===== src/rtl/l2_wb_pkg.sv =====
// -----------------------------------------------------------------------------
// l2_wb_pkg
// Shared definitions for the L2 write-back buffer:
//   - drain_state_t : drain FSM states (IDLE, WRITE)
//   - DEF_*         : default address/data widths, FIFO depth and RAM latency
//   - count_width() : width of an occupancy counter that can hold 0..depth
// -----------------------------------------------------------------------------
package l2_wb_pkg;

    typedef enum logic {
        IDLE  = 1'b0,
        WRITE = 1'b1
    } drain_state_t;

    localparam int DEF_ADDR_WIDTH  = 8;
    localparam int DEF_DATA_WIDTH  = 8;
    localparam int DEF_DEPTH       = 4;
    localparam int DEF_RAM_LATENCY = 2;

    // One extra bit over the pointer width so that "full" (count == depth)
    // is representable.
    function automatic int count_width(input int depth);
        return $clog2(depth) + 1;
    endfunction

endpackage


===== src/rtl/l2_wb_fifo.sv =====
// -----------------------------------------------------------------------------
// l2_wb_fifo
// Victim-line FIFO with an associative lookup port.
//   clk, reset               : clock, synchronous active-high reset
//   push, push_address/data  : append an entry at the tail (caller qualifies)
//   pop                      : drop the head entry (caller qualifies)
//   head_address/head_data   : oldest entry, the one being drained
//   lookup_address           : address compared against every valid entry
//   lookup_hit/lookup_data   : youngest matching entry; data is 0 on a miss
//   full, empty, count       : occupancy derived from the registered count
// -----------------------------------------------------------------------------
module l2_wb_fifo
    import l2_wb_pkg::*;
#(
    parameter int ADDR_WIDTH = DEF_ADDR_WIDTH,
    parameter int DATA_WIDTH = DEF_DATA_WIDTH,
    parameter int DEPTH      = DEF_DEPTH
) (
    input  logic                          clk,
    input  logic                          reset,
    input  logic                          push,
    input  logic [ADDR_WIDTH-1:0]         push_address,
    input  logic [DATA_WIDTH-1:0]         push_data,
    input  logic                          pop,
    output logic [ADDR_WIDTH-1:0]         head_address,
    output logic [DATA_WIDTH-1:0]         head_data,
    input  logic [ADDR_WIDTH-1:0]         lookup_address,
    output logic                          lookup_hit,
    output logic [DATA_WIDTH-1:0]         lookup_data,
    output logic                          full,
    output logic                          empty,
    output logic [count_width(DEPTH)-1:0] count
);

    localparam int PTR_W = $clog2(DEPTH);
    localparam int CNT_W = count_width(DEPTH);

    logic [ADDR_WIDTH-1:0] addr_mem [DEPTH];
    logic [DATA_WIDTH-1:0] data_mem [DEPTH];
    logic [DEPTH-1:0]      valid;
    logic [PTR_W-1:0]      head_ptr;
    logic [PTR_W-1:0]      tail_ptr;
    logic [CNT_W-1:0]      count_q;
    logic [PTR_W-1:0]      scan_idx;

    // NOTE: the storage arrays have no reset; valid bits and the count decide
    // which slots hold anything, so stale data after reset is never observed.
    always_ff @(posedge clk) begin
        if (push) begin
            addr_mem[tail_ptr] <= push_address;
            data_mem[tail_ptr] <= push_data;
        end
    end

    // NOTE: state registers use non-blocking assignments so every update
    // sees pre-edge values, independent of statement order in the block.
    always_ff @(posedge clk) begin
        if (reset) begin
            valid    <= '0;
            head_ptr <= '0;
            tail_ptr <= '0;
            count_q  <= '0;
        end else begin
            // Pointers wrap naturally because DEPTH is a power of two.
            if (pop) begin
                valid[head_ptr] <= 1'b0;
                head_ptr        <= head_ptr + 1'b1;
            end
            if (push) begin
                valid[tail_ptr] <= 1'b1;
                tail_ptr        <= tail_ptr + 1'b1;
            end
            case ({push, pop})
                2'b10:   count_q <= count_q + 1'b1;
                2'b01:   count_q <= count_q - 1'b1;
                default: count_q <= count_q;
            endcase
        end
    end

    assign head_address = addr_mem[head_ptr];
    assign head_data    = data_mem[head_ptr];
    assign count        = count_q;
    assign empty        = (count_q == '0);
    assign full         = (count_q == CNT_W'(DEPTH));

    // Scan from oldest (head) to youngest so a later match overrides an
    // earlier one: the youngest duplicate address wins.
    // NOTE: every output of this block is given a default before the loop,
    // so no path leaves a value held and no latch is inferred.
    always_comb begin
        lookup_hit  = 1'b0;
        lookup_data = '0;
        scan_idx    = '0;
        for (int i = 0; i < DEPTH; i++) begin
            scan_idx = head_ptr + PTR_W'(i);
            if (valid[scan_idx] && (addr_mem[scan_idx] == lookup_address)) begin
                lookup_hit  = 1'b1;
                lookup_data = data_mem[scan_idx];
            end
        end
    end

endmodule


===== src/rtl/l2_writeback_buffer.sv =====
// -----------------------------------------------------------------------------
// l2_writeback_buffer
// Queues dirty victim lines from L2 and drains them to RAM in the background,
// forwarding queued data to L2 reads so stale RAM contents are never used.
//   clk, reset                  : clock, synchronous active-high reset
//   push_valid/address/data     : victim line from L2
//   push_ready                  : buffer accepts a push this cycle
//   lookup_address              : L2 read address to check
//   lookup_hit/lookup_data      : combinational forward of the youngest match
//   rd_pending                  : L2 fill in progress, holds off new drains
//   flush / flush_done          : drain-everything request / completion pulse
//   ram_write/address/dataIn    : RAM write port, held RAM_LATENCY cycles
//   empty, count                : occupancy
// -----------------------------------------------------------------------------
module l2_writeback_buffer
    import l2_wb_pkg::*;
#(
    parameter int ADDR_WIDTH  = DEF_ADDR_WIDTH,
    parameter int DATA_WIDTH  = DEF_DATA_WIDTH,
    parameter int DEPTH       = DEF_DEPTH,
    parameter int RAM_LATENCY = DEF_RAM_LATENCY
) (
    input  logic                          clk,
    input  logic                          reset,
    input  logic                          push_valid,
    input  logic [ADDR_WIDTH-1:0]         push_address,
    input  logic [DATA_WIDTH-1:0]         push_data,
    output logic                          push_ready,
    input  logic [ADDR_WIDTH-1:0]         lookup_address,
    output logic                          lookup_hit,
    output logic [DATA_WIDTH-1:0]         lookup_data,
    input  logic                          rd_pending,
    input  logic                          flush,
    output logic                          flush_done,
    output logic                          ram_write,
    output logic [ADDR_WIDTH-1:0]         ram_address,
    output logic [DATA_WIDTH-1:0]         ram_dataIn,
    output logic                          empty,
    output logic [count_width(DEPTH)-1:0] count
);

    localparam int CNT_W = count_width(DEPTH);
    localparam int LAT_W = (RAM_LATENCY > 1) ? $clog2(RAM_LATENCY) : 1;
    localparam logic [LAT_W-1:0] LAT_LOAD = LAT_W'(RAM_LATENCY - 1);

    drain_state_t          state;
    drain_state_t          state_next;
    logic [LAT_W-1:0]      lat_cnt;
    logic [LAT_W-1:0]      lat_cnt_next;
    logic                  flushing;
    logic                  full;
    logic                  push_fire;
    logic                  pop;
    logic                  drain_ok;
    logic                  flush_complete;
    logic [ADDR_WIDTH-1:0] head_address;
    logic [DATA_WIDTH-1:0] head_data;

    // Registered state only: a pop this cycle does not open a slot for a push
    // in the same cycle.
    assign push_ready     = !full && !flushing;
    assign push_fire      = push_valid && push_ready;
    // A flush overrides the hold-off from an outstanding L2 fill.
    assign drain_ok       = !rd_pending || flushing;
    assign flush_complete = flushing && empty && (state == IDLE);
    assign flush_done     = flush_complete;

    l2_wb_fifo #(
        .ADDR_WIDTH (ADDR_WIDTH),
        .DATA_WIDTH (DATA_WIDTH),
        .DEPTH      (DEPTH)
    ) u_fifo (
        .clk            (clk),
        .reset          (reset),
        .push           (push_fire),
        .push_address   (push_address),
        .push_data      (push_data),
        .pop            (pop),
        .head_address   (head_address),
        .head_data      (head_data),
        .lookup_address (lookup_address),
        .lookup_hit     (lookup_hit),
        .lookup_data    (lookup_data),
        .full           (full),
        .empty          (empty),
        .count          (count)
    );

    always_ff @(posedge clk) begin
        if (reset) begin
            state    <= IDLE;
            lat_cnt  <= '0;
            flushing <= 1'b0;
        end else begin
            state   <= state_next;
            lat_cnt <= lat_cnt_next;
            // Completion takes priority; a flush request while already
            // flushing changes nothing.
            if (flush_complete)
                flushing <= 1'b0;
            else if (flush)
                flushing <= 1'b1;
        end
    end

    // An entry arriving on this edge counts as available, so a push into an
    // empty idle buffer starts its RAM write in the very next cycle.
    always_comb begin
        state_next   = state;
        lat_cnt_next = lat_cnt;
        pop          = 1'b0;
        ram_write    = 1'b0;
        ram_address  = '0;
        ram_dataIn   = '0;
        case (state)
            IDLE: begin
                if ((!empty || push_fire) && drain_ok) begin
                    state_next   = WRITE;
                    lat_cnt_next = LAT_LOAD;
                end
            end
            WRITE: begin
                ram_write   = 1'b1;
                ram_address = head_address;
                ram_dataIn  = head_data;
                if (lat_cnt == '0) begin
                    pop = 1'b1;
                    // Entries left after this pop: anything behind the head,
                    // plus a push landing on the same edge.
                    if (((count > CNT_W'(1)) || push_fire) && drain_ok)
                        lat_cnt_next = LAT_LOAD;
                    else
                        state_next = IDLE;
                end else begin
                    lat_cnt_next = lat_cnt - 1'b1;
                end
            end
            default: state_next = IDLE;
        endcase
    end

endmodule


===== config.mk =====
export PLATFORM = sky130hd
export DESIGN_NAME = l2_writeback_buffer
export DESIGN_NICKNAME = d
export VERILOG_FILES = /design/src/rtl/l2_wb_pkg.sv /design/src/rtl/l2_wb_fifo.sv /design/src/rtl/l2_writeback_buffer.sv
export SDC_FILE = /design/constraint.sdc
export NUM_CORES = 1
export LEC_CHECK = 0
export ABC_CLOCK_PERIOD_IN_PS = 5310
export CAP_MARGIN = 20
export CORE_MARGIN = 2
export CORE_UTILIZATION = 57
export CTS_CLUSTER_SIZE = 10
export DETAILED_ROUTE_END_ITERATION = 10
export HOLD_SLACK_MARGIN = 0.03
export PLACE_DENSITY = 0.88
export SETUP_SLACK_MARGIN = 0.4
export SLEW_MARGIN = 10
export SYNTH_ARGS = -nofsm -noshare
export SYNTH_HDL_FRONTEND = slang
export SYNTH_SLANG_ARGS = --single-unit

===== constraint.sdc =====
create_clock -name clk -period 5.31 [get_ports clk]
set_clock_uncertainty 0.05 [all_clocks]
set_input_delay 0.531 -clock clk [delete_from_list [all_inputs] [get_ports clk]]
set_output_delay 0.531 -clock clk [all_outputs]
set_load 0.02 [all_outputs]

==> qor.json, run 1 <==
{
  "worst_setup_path": {
    "cpLargestDelayFamily": "multiplexers",
    "cp_peak_stage_delay_ns": 0.59,
    "worstPathMaxFanout": 20,
    "regToRegEndpoint": "u_fifo.count[2]$_SDFFE_PP0P_",
    "rr_worst_depth": 4,
    "worst_ep_required_time_ns": 4.73,
    "setup.worst_path.start_class": "flop",
    "worstPathCellList": "inv_1 -> ha_4 -> mux4_2 -> xnor2_1 -> nand4_2 -> or3_1 -> a31oi_1 -> o21ai_1 -> mux2_2 -> clkdlybuf4s50_1",
    "worstPathBufferInverterCount": 2,
    "crit_slowest_cell": "sky130_fd_sc_hd__mux4_2",
    "worst_setup_path_startpoint": "u_fifo.head_ptr[0]$_SDFFE_PP0P_",
    "timing.critical_path.to_type": "primary output",
    "timing.critical_path.arrival_ns": 4.09,
    "critPathKind": "flop to primary output",
    "critical_path.reg2reg.startpoint": "state$_SDFF_PP0_",
    "ff2ff_setup_slack_ns": 2.81
  },
  "timing": {
    "layout_min_cycle_time_ns": 4.67,
    "timing.final.hold_violations": 0,
    "worst_slew_margin_rel_pct": 33.1,
    "setup_viol": 0,
    "period_share_pct": 87.9,
    "rsz0062_at_grt": "false",
    "worst_pin_slew_ns": 1.00,
    "report.final.slew_viol_count": 0,
    "hold_slack_ns": 0.458,
    "max_freq_mhz": 214,
    "finalSetupTns_ns": 0
  },
  "outcome": {
    "outcome": "complete, no violations"
  },
  "grt": {
    "antenna_found_initial": 0,
    "global_route.usage.total_pct": 24.1,
    "number_of_global_route_vias_before_repair": 3621,
    "overflow": 0,
    "grt_start_max_net_pins": 54,
    "global_route_wire_length_before_repair_um": 18300
  },
  "detailed_routing": {
    "wl_met2_um": 5890,
    "number_of_vias_after_detailed_routing": 3532,
    "drt_first_iter_violations": 358,
    "route.final.wire_length_um": 11300,
    "first_pass_iters": 5,
    "top_signal_layer_used": "met4",
    "detail_route.vias_per_cell": 6.48,
    "antenna_violating_nets_post_route": 0,
    "route.detailed.drc": 0,
    "routedWlPerCell_um": 20.7,
    "met1_length_um": 4430,
    "met3WireLength_um": 720
  },
  "hold_path": {
    "holdPathStages": 2,
    "hold_path_startpoint": "u_fifo.tail_ptr[1]$_SDFFE_PP0P_",
    "min-delay-path-class": "flop to flop",
    "hold-path-endpoint": "u_fifo.tail_ptr[1]$_SDFFE_PP0P_"
  },
  "final_layout": {
    "layout_commonest_cell": "sky130_fd_sc_hd__edfxtp_1",
    "diodes": 0,
    "number_of_nets_in_the_layout": 471,
    "final_cell_mix": "64 x sky130_fd_sc_hd__edfxtp_1, 63 x sky130_fd_sc_hd__mux4_2, 60 x sky130_fd_sc_hd__clkdlybuf4s50_1",
    "drive_gt1_share_pct": 22.4,
    "syn_to_final_growth_pct": 15.9
  },
  "placed_design": {
    "io_buffers": 60,
    "finalWeightedCongestion": 0.819,
    "place.detailed.hpwl_um": 7780
  },
  "floorplanning": {
    "placementRows": 35,
    "ioPinCount": 61,
    "chipHeight_um": 100,
    "floorplan_die_width_um": 100,
    "design.core.area_mm2": 0.00911,
    "die-area_mm2": 0.0100,
    "initial_core_util_pct": 58.0
  },
  "power": {
    "powerDensity_mw_per_mm2": 418,
    "power_leakage_nw": 1.93,
    "ir_drop_v": 0.000308,
    "design_power_total_w": 0.00256
  },
  "clock_network": {
    "numCtsBuffers": 9,
    "clock_tree_from_tritoncts": "done",
    "source_to_sink_clock_delay_at_the_later_pin_of_the_worst_skew_pair_ns": 0.36,
    "cts_hold_repair.buffers": 0,
    "numClockSinks": 80,
    "clk_pin_slew_ns": 0.08,
    "cts.path.max_buffers": 2,
    "h-tree-depth": 3,
    "clock_tree.root_cell": "sky130_fd_sc_hd__clkbuf_8"
  },
  "synthesis": {
    "synth.yosys.seq_area_share_pct": 42.5,
    "netlist_instances": 384,
    "synth.yosys.warnings": 0,
    "post_synthesis_net_count": 426,
    "post_synth_instance_area_mm2": 0.00528,
    "post_synth.cell_area_avg_um2": 13.7,
    "synth_cell_types": 41,
    "ys_ff_latch": 80
  },
  "flow_run": {
    "maxCapViolations": 0
  }
}
[worst min-delay path: stages (launching register included)]
cell	delay [ns]
sky130_fd_sc_hd__dfxtp_1	0.34
sky130_fd_sc_hd__nand2_1	0.06
sky130_fd_sc_hd__a21oi_1	0.06
[worst max path at each step]
stage	end	slack [ns]	cells after the start
4_1_cts	lookup_data[2]	0.43	10
3_3_place_gp	lookup_data[0]	0.94	10
3_5_place_dp	lookup_data[0]	0.82	10
5_1_grt	lookup_data[2]	0.41	9
6_report	lookup_data[2]	0.64	10
2_1_floorplan	lookup_data[2]	1.19	13
[what timing repair did]
action | 4_1_cts | 5_1_grt
endpoints found under the setup margin | 5 | 8
pin swaps | 0 | 0
setup buffers | 0 | 0
gates resized for setup | 2 | 1
[metal layers]
metal | track usage (%) | up-vias
li1 | - | 1576
met1 | 31.6 | 1790
met2 | 40.3 | 147
met3 | 4.74 | 19
met4 | 8.75 | 0
met5 | 0 | -
[report_power, final]
part | switching, W | internal (W) | total (W)
Clock | 0.000235 | 0.000222 | 0.000457
Sequential | 0.0000979 | 0.000753 | 0.000851
Combinational | 0.000585 | 0.000664 | 0.00125
[area by class of cell]
type	count	area, µm²
fill	625	2990
multi-input combinational	259	2840
sequential	80	2240
timing repair buffer	65	638
tap	111	139
clock buffer	9	124
clock inverter	7	77.6
inverter	14	52.6
[metrics by stage]
step	cells	instance area, µm²	util, %	setup slack (ns)
6_report	545	6120	67.2	0.640
5_1_grt	545	6120	67.2	0.409
4_1_cts	545	6110	67.1	0.428
3_5_place_dp	529	5900	64.8	0.822
3_3_place_gp	529	5900	64.8	0.939
2_1_floorplan	384	5280	-	1.19
[state kept, by name, indices dropped and copies added, names as in the netlist, 2 cells and up, named ones only]
signal / flops
u_fifo.addr_mem: 32
u_fifo.data_mem: 32
u_fifo.valid: 4
u_fifo.count: 3
u_fifo.head_ptr: 2
u_fifo.tail_ptr: 2
[synthesized netlist by cell type (all sizes together)]
library cell  instances  area, µm²
xnor2                33        297
clkbuf               11       41.3
o32ai                 1       8.76
buf                  20        116
inv                  14       52.6
ha                   13        163
mux4                 63       1420
nor4b                 3       26.3
nand2b                5       31.3
a21boi                1       7.51
a21oi                16       80.1
mux2i                 9       90.1
o21ai                10       50.1
or3                   2       12.5
nor3                  5       30.0
edfxtp               64       1920
and2                 22        138
nor3b                 1       7.51
nand3                 6       30.0
xor2                  5       43.8
nand4                 5       37.5
o31a                  5       43.8
nand2                18       67.6
nor2b                 4       25.0
a31oi                 4       25.0
or4                   1       7.51
mux2                  5       56.3
and3                  4       25.0
o21bai                1       7.51
a211oi                2       15.0
dfxtp                16        320
nor4                  2       33.8
nor2                 13       48.8
[cell families (layout without fill, tap and decap cells)]
logic type,after synthesis,count (layout),share of synthesized area (%)
multiplexers,77,77,29.7
adder cells (fa/ha/maj),13,13,3.08
AND/OR/NAND/NOR,91,91,9.86
AO/OA/AOI/OAI,40,40,4.50
XOR/XNOR,38,38,6.45
buffers and inverters,45,95,3.98
flip-flops,80,80,42.5
(Power assumes the default switching activity.)
==> inputs of run 2 (changes only) <==
CORE_UTILIZATION = 59   (was 57)
CTS_BUF_LIST = sky130_fd_sc_hd__clkbuf_8   (was default)
PLACE_DENSITY = 0.9   (was 0.88)
SKIP_LAST_GASP = 1   (was default)
==> run 2 against run 1 <==
Net effect:
- count of clock-buffer cells in the layout rose by 1
- utilization rose by 4.0 points
- first-iteration DRC count rose by 15%
- largest power group unchanged
- via count rose by 2.2%
- non-clock buffer count rose by 1
- critical path type unchanged
- sequential share of layout area fell by 0.35 points
==> qor.json, run 2 (same netlist as run 1, synthesis figures left out) <==
{
  "outcome": {
    "outcome": "complete, no violations"
  },
  "worst_setup_path": {
    "timing.critical_path.to_type": "primary output",
    "setup.worst_path.start_class": "flop",
    "worstPathMaxFanout": {"value": 13, "change": "-35%"},
    "timing.critical_path.arrival": {"value": 4.10, "unit": "ns", "change": "about the same"},
    "worst_ep_required_time": {"value": 4.73, "unit": "ns", "change": "about the same"},
    "critPathKind": "flop to primary output"
  },
  "detailed_routing": {
    "detail_route.vias_per_cell": {"value": 6.65, "change": "+2.6%"},
    "first_pass_iters": {"value": 5, "change": "unchanged"},
    "routedWlPerCell": {"value": 21.7, "unit": "µm", "change": "+4.8%"},
    "route.detailed.drc": {"value": 0, "change": "unchanged"},
    "number_of_vias_after_detailed_routing": {"value": 3610, "change": "+2.2%"},
    "antenna_violating_nets_post_route": {"value": 0, "change": "unchanged"},
    "drt_first_iter_violations": {"value": 411, "change": "+15%"},
    "route.final.wire_length": {"value": 11800, "unit": "µm", "change": "+4.4%"}
  },
  "placed_design": {
    "finalWeightedCongestion": {"value": 0.872, "change": "+6.4%"},
    "place.detailed.hpwl": {"value": 7730, "unit": "µm", "change": "-0.64%"},
    "io_buffers": {"value": 60, "change": "unchanged"},
    "dpl.cell_count": {"value": 526, "change": "-0.57%"}
  },
  "final_layout": {
    "instances_no_fill": {"value": 543, "change": "-0.37%"},
    "syn_to_final_growth_pct": 17.0,
    "post_layout_util": {"value": 71.2, "unit": "%", "change": "+4.0 points"},
    "number_of_nets_in_the_layout": {"value": 472, "change": "+0.21%"},
    "final_cell_mix": "64 x sky130_fd_sc_hd__edfxtp_1, 63 x sky130_fd_sc_hd__mux4_2, 60 x sky130_fd_sc_hd__clkdlybuf4s50_1",
    "layout_commonest_cell": "sky130_fd_sc_hd__edfxtp_1",
    "diodes": {"value": 0, "change": "unchanged"},
    "reg.largest.list": "u_fifo.addr_mem: 32 flops, u_fifo.data_mem: 32 flops, u_fifo.valid: 4 flops",
    "drive_gt1_share": {"value": 22.3, "unit": "%", "change": "-0.051 points"}
  },
  "floorplanning": {
    "placementRows": {"value": 34, "change": "-2.9%"},
    "initial_core_util": {"value": 60.8, "unit": "%", "change": "+2.9 points"},
    "floorplan_die_width": {"value": 98.6, "unit": "µm", "change": "-1.6%"},
    "chipHeight": {"value": 98.6, "unit": "µm", "change": "-1.6%"},
    "design.core.area": {"value": 0.00868, "unit": "mm²", "change": "-4.7%"},
    "die-area": {"value": 0.00972, "unit": "mm²", "change": "-3.3%"},
    "ioPinCount": {"value": 61, "change": "unchanged"}
  },
  "grt": {
    "antenna_found_initial": {"value": 0, "change": "unchanged"},
    "global_route_wire_length_before_repair": {"value": 19100, "unit": "µm", "change": "+4.2%"},
    "grt_start_max_net_pins": {"value": 54, "change": "unchanged"},
    "overflow": {"value": 0, "change": "unchanged"},
    "number_of_global_route_vias_before_repair": {"value": 3665, "change": "+1.2%"},
    "global_route.usage.total": {"value": 25.4, "unit": "%", "change": "+1.3 points"}
  },
  "timing": {
    "worst_slew_margin_rel": {"value": 33.2, "unit": "%", "change": "+0.089 points"},
    "worst_pin_slew": {"value": 1.00, "unit": "ns", "change": "-0.00133 ns"},
    "timing.final.hold_violations": {"value": 0, "change": "unchanged"},
    "setup_viol": {"value": 0, "change": "unchanged"},
    "max_freq": {"value": 214, "unit": "MHz", "change": "-0.24%"},
    "finalSetupTns": {"value": 0, "unit": "ns", "change": "unchanged"},
    "report.final.slew_viol_count": {"value": 0, "change": "unchanged"},
    "rsz0062_at_grt": "false",
    "layout_min_cycle_time": {"value": 4.68, "unit": "ns", "change": "+0.0114 ns"},
    "period_share": {"value": 88.2, "unit": "%", "change": "+0.22 points"}
  },
  "clock_network": {
    "clock_tree_from_tritoncts": "done",
    "clk_pin_slew": {"value": 0.07, "unit": "ns", "change": "about the same"},
    "numClockSinks": {"value": 80, "change": "unchanged"},
    "cts.path.max_buffers": {"value": 2, "change": "unchanged"},
    "h-tree-depth": {"value": 3, "change": "unchanged"},
    "source_to_sink_clock_delay_at_the_later_pin_of_the_worst_skew_pair": {"value": 0.35, "unit": "ns", "change": "about the same"},
    "clock_tree.root_cell": "sky130_fd_sc_hd__clkbuf_8",
    "numCtsBuffers": {"value": 9, "change": "unchanged"}
  },
  "hold_path": {
    "min-delay-path-class": "flop to flop"
  },
  "flow_run": {
    "maxCapViolations": {"value": 0, "change": "unchanged"}
  },
  "power": {
    "powerDensity": {"value": 431, "unit": "mW/mm²", "change": "+3.1%"},
    "ir_drop": {"value": 0.000342, "unit": "V", "change": "+11%"},
    "power_leakage": {"value": 1.96, "unit": "nW", "change": "+1.8%"}
  }
}
run 2: worst max-delay path: stages, from the launching register on:
cell                              delay (ns)
sky130_fd_sc_hd__dfxtp_2                0.34
sky130_fd_sc_hd__inv_1                  0.11
sky130_fd_sc_hd__ha_4                   0.46
sky130_fd_sc_hd__mux4_2                 0.58
sky130_fd_sc_hd__xnor2_1                0.21
sky130_fd_sc_hd__nand4_2                0.25
sky130_fd_sc_hd__or3_1                  0.58
sky130_fd_sc_hd__a31oi_1                0.26
sky130_fd_sc_hd__o21ai_1                0.10
sky130_fd_sc_hd__mux2_2                 0.31
sky130_fd_sc_hd__clkdlybuf4s50_1        0.54
run 2: layout make-up:
type / instances / area, µm²
flip-flops and latches: 80 / 2240
multi-input cells: 259 / 2840
clock inverters: 6 / 108
clock buffers: 10 / 138
repair buffers: 66 / 657
inverters: 14 / 52.6
well taps: 108 / 135
fillers: 569 / 2500
run 2: power by group:
part           total (W)  internal [W]  switching (W)
Combinational    0.00127      0.000674       0.000600
Clock           0.000530      0.000323       0.000206
Sequential      0.000857      0.000754       0.000103
Total            0.00266       0.00175       0.000910
run 2: worst paths after layout:
| kind | start | endpoint | slack, ns | depth (start not counted) |
|---|---|---|---|---|
| setup / recovery | u_fifo.head_ptr[0]$_SDFFE_PP0P_ | lookup_data[7] | 0.63 | 10 |
| hold / removal | lat_cnt$_SDFFE_PP0P_ | lat_cnt$_SDFFE_PP0P_ | 0.44 | 2 |
| setup reg to reg | state$_SDFF_PP0_ | u_fifo.count[2]$_SDFFE_PP0P_ | 2.72 | 4 |
| hold reg to reg | lat_cnt$_SDFFE_PP0P_ | lat_cnt$_SDFFE_PP0P_ | 0.44 | 2 |
run 2: layer usage:
metal / wire length (µm) / vias to the layer above / part of all wire [%] / GRT usage, %
met4: 216 / 0 / 1.8 / 8.64
met1: 4470 / 1819 / 38 / 34.0
met3: 881 / 25 / 7.5 / 4.18
met5: 0 / - / 0 / 0
li1: - / 1578 / - / -
met2: 6180 / 188 / 53 / 42.9
run 2: metrics by stage:
stage	total power [W]	worst slack, ns	instance area [µm²]	hold slack [ns]
global route	0.00280	0.446	6180	0.466
finish	0.00266	0.629	6180	0.439
global placement	0.00207	0.829	5900	0.412
floorplan	0.00181	1.19	5280	0.391
CTS	0.00265	0.402	6160	0.439
detailed placement	0.00211	0.578	5900	0.428
run 2: what timing repair did:
item	in CTS	in global routing
buffers inserted	0	1
endpoints found under the setup margin	9	9
endpoints found under the hold margin	0	0
pin swaps	0	1
resized for setup	2	2
hold buffers	0	0
==> inputs of run 3 (changes only) <==
CORE_UTILIZATION = 55   (was 59)
GPL_TIMING_DRIVEN = 1   (was default)
PLACE_DENSITY = 0.86   (was 0.9)
==> run 3 against run 2 <==
Net effect:
- via count about the same
- setup slack worse by 0.019 ns
- critical endpoint is now lookup_data[2]
- sequential share of layout area rose by 0.24 points
- flip-flop and latch count unchanged
- routed wire length down 0.14%
- highest routed layer unchanged
- clock power fell by 20%
- critical path depth did not move
- total power shrank 4.7%
- count of clock-buffer cells in the layout decreased by 1
- first-iteration DRC count fell by 30%
- die area up 7.0%
- critical path type unchanged
- sequential power about the same
==> qor.json, run 3 (same netlist as run 1, synthesis figures left out) <==
{
  "worst_setup_path": {
    "cp_peak_stage_delay": {"value": 0.60, "unit": "ns", "change": "+0.02 ns"},
    "worstPathCellList": "inv_1 -> ha_4 -> mux4_2 -> xnor2_1 -> nand4_1 -> or3_1 -> a31oi_1 -> o21ai_1 -> mux2_2 -> clkdlybuf4s50_1",
    "worst_ep_required_time": {"value": 4.73, "unit": "ns", "change": "about the same"},
    "crit_slowest_cell": "sky130_fd_sc_hd__or3_1",
    "timing.critical_path.arrival": {"value": 4.12, "unit": "ns", "change": "+0.02 ns"},
    "critPathKind": "flop to primary output",
    "timing.critical_path.to_type": "primary output",
    "worstPathMaxFanout": {"value": 20, "change": "+7"},
    "setup.worst_path.start_class": "flop"
  },
  "floorplanning": {
    "chipHeight": {"value": 102, "unit": "µm", "change": "+3.4%"},
    "placementRows": {"value": 35, "change": "+2.9%"},
    "design.core.area": {"value": 0.00928, "unit": "mm²", "change": "+7.0%"},
    "initial_core_util": {"value": 56.9, "unit": "%", "change": "-4.0 points"},
    "ioPinCount": {"value": 61, "change": "unchanged"},
    "die-area": {"value": 0.0104, "unit": "mm²", "change": "+7.0%"},
    "floorplan_die_width": {"value": 102, "unit": "µm", "change": "+3.4%"}
  },
  "detailed_routing": {
    "route.detailed.drc": {"value": 0, "change": "unchanged"},
    "drt_first_iter_violations": {"value": 286, "change": "-30%"},
    "route.final.wire_length": {"value": 11700, "unit": "µm", "change": "-0.14%"},
    "detail_route.vias_per_cell": {"value": 6.41, "change": "-3.6%"},
    "first_pass_iters": {"value": 5, "change": "unchanged"},
    "antenna_violating_nets_post_route": {"value": 0, "change": "unchanged"},
    "number_of_vias_after_detailed_routing": {"value": 3613, "change": "+0.083%"},
    "routedWlPerCell": {"value": 20.8, "unit": "µm", "change": "-3.9%"}
  },
  "grt": {
    "overflow": {"value": 0, "change": "unchanged"},
    "antenna_found_initial": {"value": 0, "change": "unchanged"},
    "number_of_global_route_vias_before_repair": {"value": 3665, "change": "unchanged"},
    "grt_start_max_net_pins": {"value": 54, "change": "unchanged"},
    "global_route_wire_length_before_repair": {"value": 18600, "unit": "µm", "change": "-2.4%"},
    "global_route.usage.total": {"value": 23.9, "unit": "%", "change": "-1.5 points"}
  },
  "final_layout": {
    "post_layout_util": {"value": 66.1, "unit": "%", "change": "-5.1 points"},
    "diodes": {"value": 0, "change": "unchanged"},
    "drive_gt1_share": {"value": 21.8, "unit": "%", "change": "-0.46 points"},
    "syn_to_final_growth_pct": 16.3,
    "number_of_nets_in_the_layout": {"value": 472, "change": "unchanged"},
    "layout_commonest_cell": "sky130_fd_sc_hd__edfxtp_1",
    "final_cell_mix": "64 x sky130_fd_sc_hd__edfxtp_1, 63 x sky130_fd_sc_hd__mux4_2, 60 x sky130_fd_sc_hd__clkdlybuf4s50_1",
    "reg.largest.list": "u_fifo.addr_mem: 32 flops, u_fifo.data_mem: 32 flops, u_fifo.valid: 4 flops",
    "instances_no_fill": {"value": 564, "change": "+3.9%"}
  },
  "hold_path": {
    "min-delay-path-class": "flop to flop"
  },
  "clock_network": {
    "clock_tree.root_cell": "sky130_fd_sc_hd__clkbuf_8",
    "source_to_sink_clock_delay_at_the_later_pin_of_the_worst_skew_pair": {"value": 0.34, "unit": "ns", "change": "about the same"},
    "cts.path.max_buffers": {"value": 2, "change": "unchanged"},
    "clk_pin_slew": {"value": 0.07, "unit": "ns", "change": "about the same"},
    "numClockSinks": {"value": 80, "change": "unchanged"},
    "h-tree-depth": {"value": 3, "change": "unchanged"},
    "clock_tree_from_tritoncts": "done",
    "numCtsBuffers": {"value": 9, "change": "unchanged"},
    "cts_hold_repair.buffers": {"value": 0, "change": "unchanged"}
  },
  "timing": {
    "rsz0062_at_grt": "false",
    "timing.final.hold_violations": {"value": 0, "change": "unchanged"},
    "setup_viol": {"value": 0, "change": "unchanged"},
    "worst_pin_slew": {"value": 1.03, "unit": "ns", "change": "+0.0269 ns"},
    "report.final.slew_viol_count": {"value": 0, "change": "unchanged"},
    "period_share": {"value": 88.5, "unit": "%", "change": "+0.36 points"},
    "finalSetupTns": {"value": 0, "unit": "ns", "change": "unchanged"},
    "worst_slew_margin_rel": {"value": 31.4, "unit": "%", "change": "-1.8 points"},
    "max_freq": {"value": 213, "unit": "MHz", "change": "-0.41%"},
    "hold_slack": {"value": 0.435, "unit": "ns", "change": "-0.00457 ns"},
    "layout_min_cycle_time": {"value": 4.70, "unit": "ns", "change": "+0.0194 ns"}
  },
  "power": {
    "share_of_power_burned_in_registers": {"value": 33.8, "unit": "%", "change": "+1.6 points"},
    "design_power_total": {"value": 0.00254, "unit": "W", "change": "-4.7%"},
    "switching_power": {"value": 0.000899, "unit": "W", "change": "-1.2%"},
    "powerDensity": {"value": 413, "unit": "mW/mm²", "change": "-4.1%"},
    "share_comb_of_total_power": {"value": 49.5, "unit": "%", "change": "+1.6 points"},
    "power.internal": {"value": 0.00164, "unit": "W", "change": "-6.5%"},
    "ir_drop": {"value": 0.000302, "unit": "V", "change": "-12%"},
    "power_frac_clock": {"value": 16.6, "unit": "%", "change": "-3.3 points"},
    "swShare": {"value": 35.5, "unit": "%", "change": "+1.3 points"},
    "power_leakage": {"value": 1.93, "unit": "nW", "change": "-1.7%"}
  },
  "placed_design": {
    "dpl.cell_count": {"value": 548, "change": "+4.2%"},
    "finalWeightedCongestion": {"value": 0.872, "change": "about the same"},
    "place.detailed.hpwl": {"value": 7930, "unit": "µm", "change": "+2.5%"},
    "io_buffers": {"value": 60, "change": "unchanged"}
  },
  "flow_run": {
    "maxCapViolations": {"value": 0, "change": "unchanged"}
  },
  "outcome": {
    "outcome": "complete, no violations"
  }
}
run 3: path summary, 6_finish.rpt:
path / start / slack, ns / cells after the start / to
hold reg to reg: lat_cnt$_SDFFE_PP0P_ / 0.43 / 2 / lat_cnt$_SDFFE_PP0P_
setup / recovery: u_fifo.head_ptr[0]$_SDFFE_PP0P_ / 0.61 / 10 / lookup_data[2]
hold / removal: lat_cnt$_SDFFE_PP0P_ / 0.43 / 2 / lat_cnt$_SDFFE_PP0P_
setup reg to reg: state$_SDFF_PP0_ / 2.78 / 4 / u_fifo.count[2]$_SDFFE_PP0P_
run 3: power by group through the flow:
stage,Sequential (W),Combinational (W),Clock (W)
after floorplan,0.000821,0.000988,0
after global placement,0.000863,0.00121,0
after detailed placement,0.000870,0.00124,0
after CTS,0.000856,0.00125,0.000427
after global routing,0.000873,0.00135,0.000453
final,0.000858,0.00126,0.000422
run 3: per-layer routing:
metal,part of all wire [%],global-route usage [%]
met1,40,31.2
met2,50,39.1
met3,7.7,5.75
met4,2.3,9.44
met5,0,0
run 3: layout make-up:
class,instances,area (µm²)
fill,670,3150
multi-input combinational,259,2840
sequential,80,2240
timing repair buffer,66,649
tap,129,161
clock buffer,9,124
clock inverter,7,62.6
inverter,14,52.6
run 3: what timing repair did:
item,in CTS,in global routing
setup endpoints to repair,1,9
setup buffers,0,0
resized for setup,1,3
run 3: through the flow:
| stage | setup slack (ns) | area [µm²] |
|---|---|---|
| after floorplan | 1.19 | 5280 |
| after global placement | 0.954 | 5930 |
| after detailed placement | 0.739 | 5930 |
| after CTS | 0.425 | 6120 |
| after global routing | 0.436 | 6140 |
| final | 0.610 | 6140 |
run 3: worst max-delay path, delay by kind of cell (launching register included):
kind / cells / cell delay, ns
compound gates: 2 / 0.27
xor+xnor: 1 / 0.23
fa+ha+maj: 1 / 0.50
buf+inv: 2 / 0.66
flops: 1 / 0.34
mux: 2 / 0.86
simple gates: 2 / 0.91
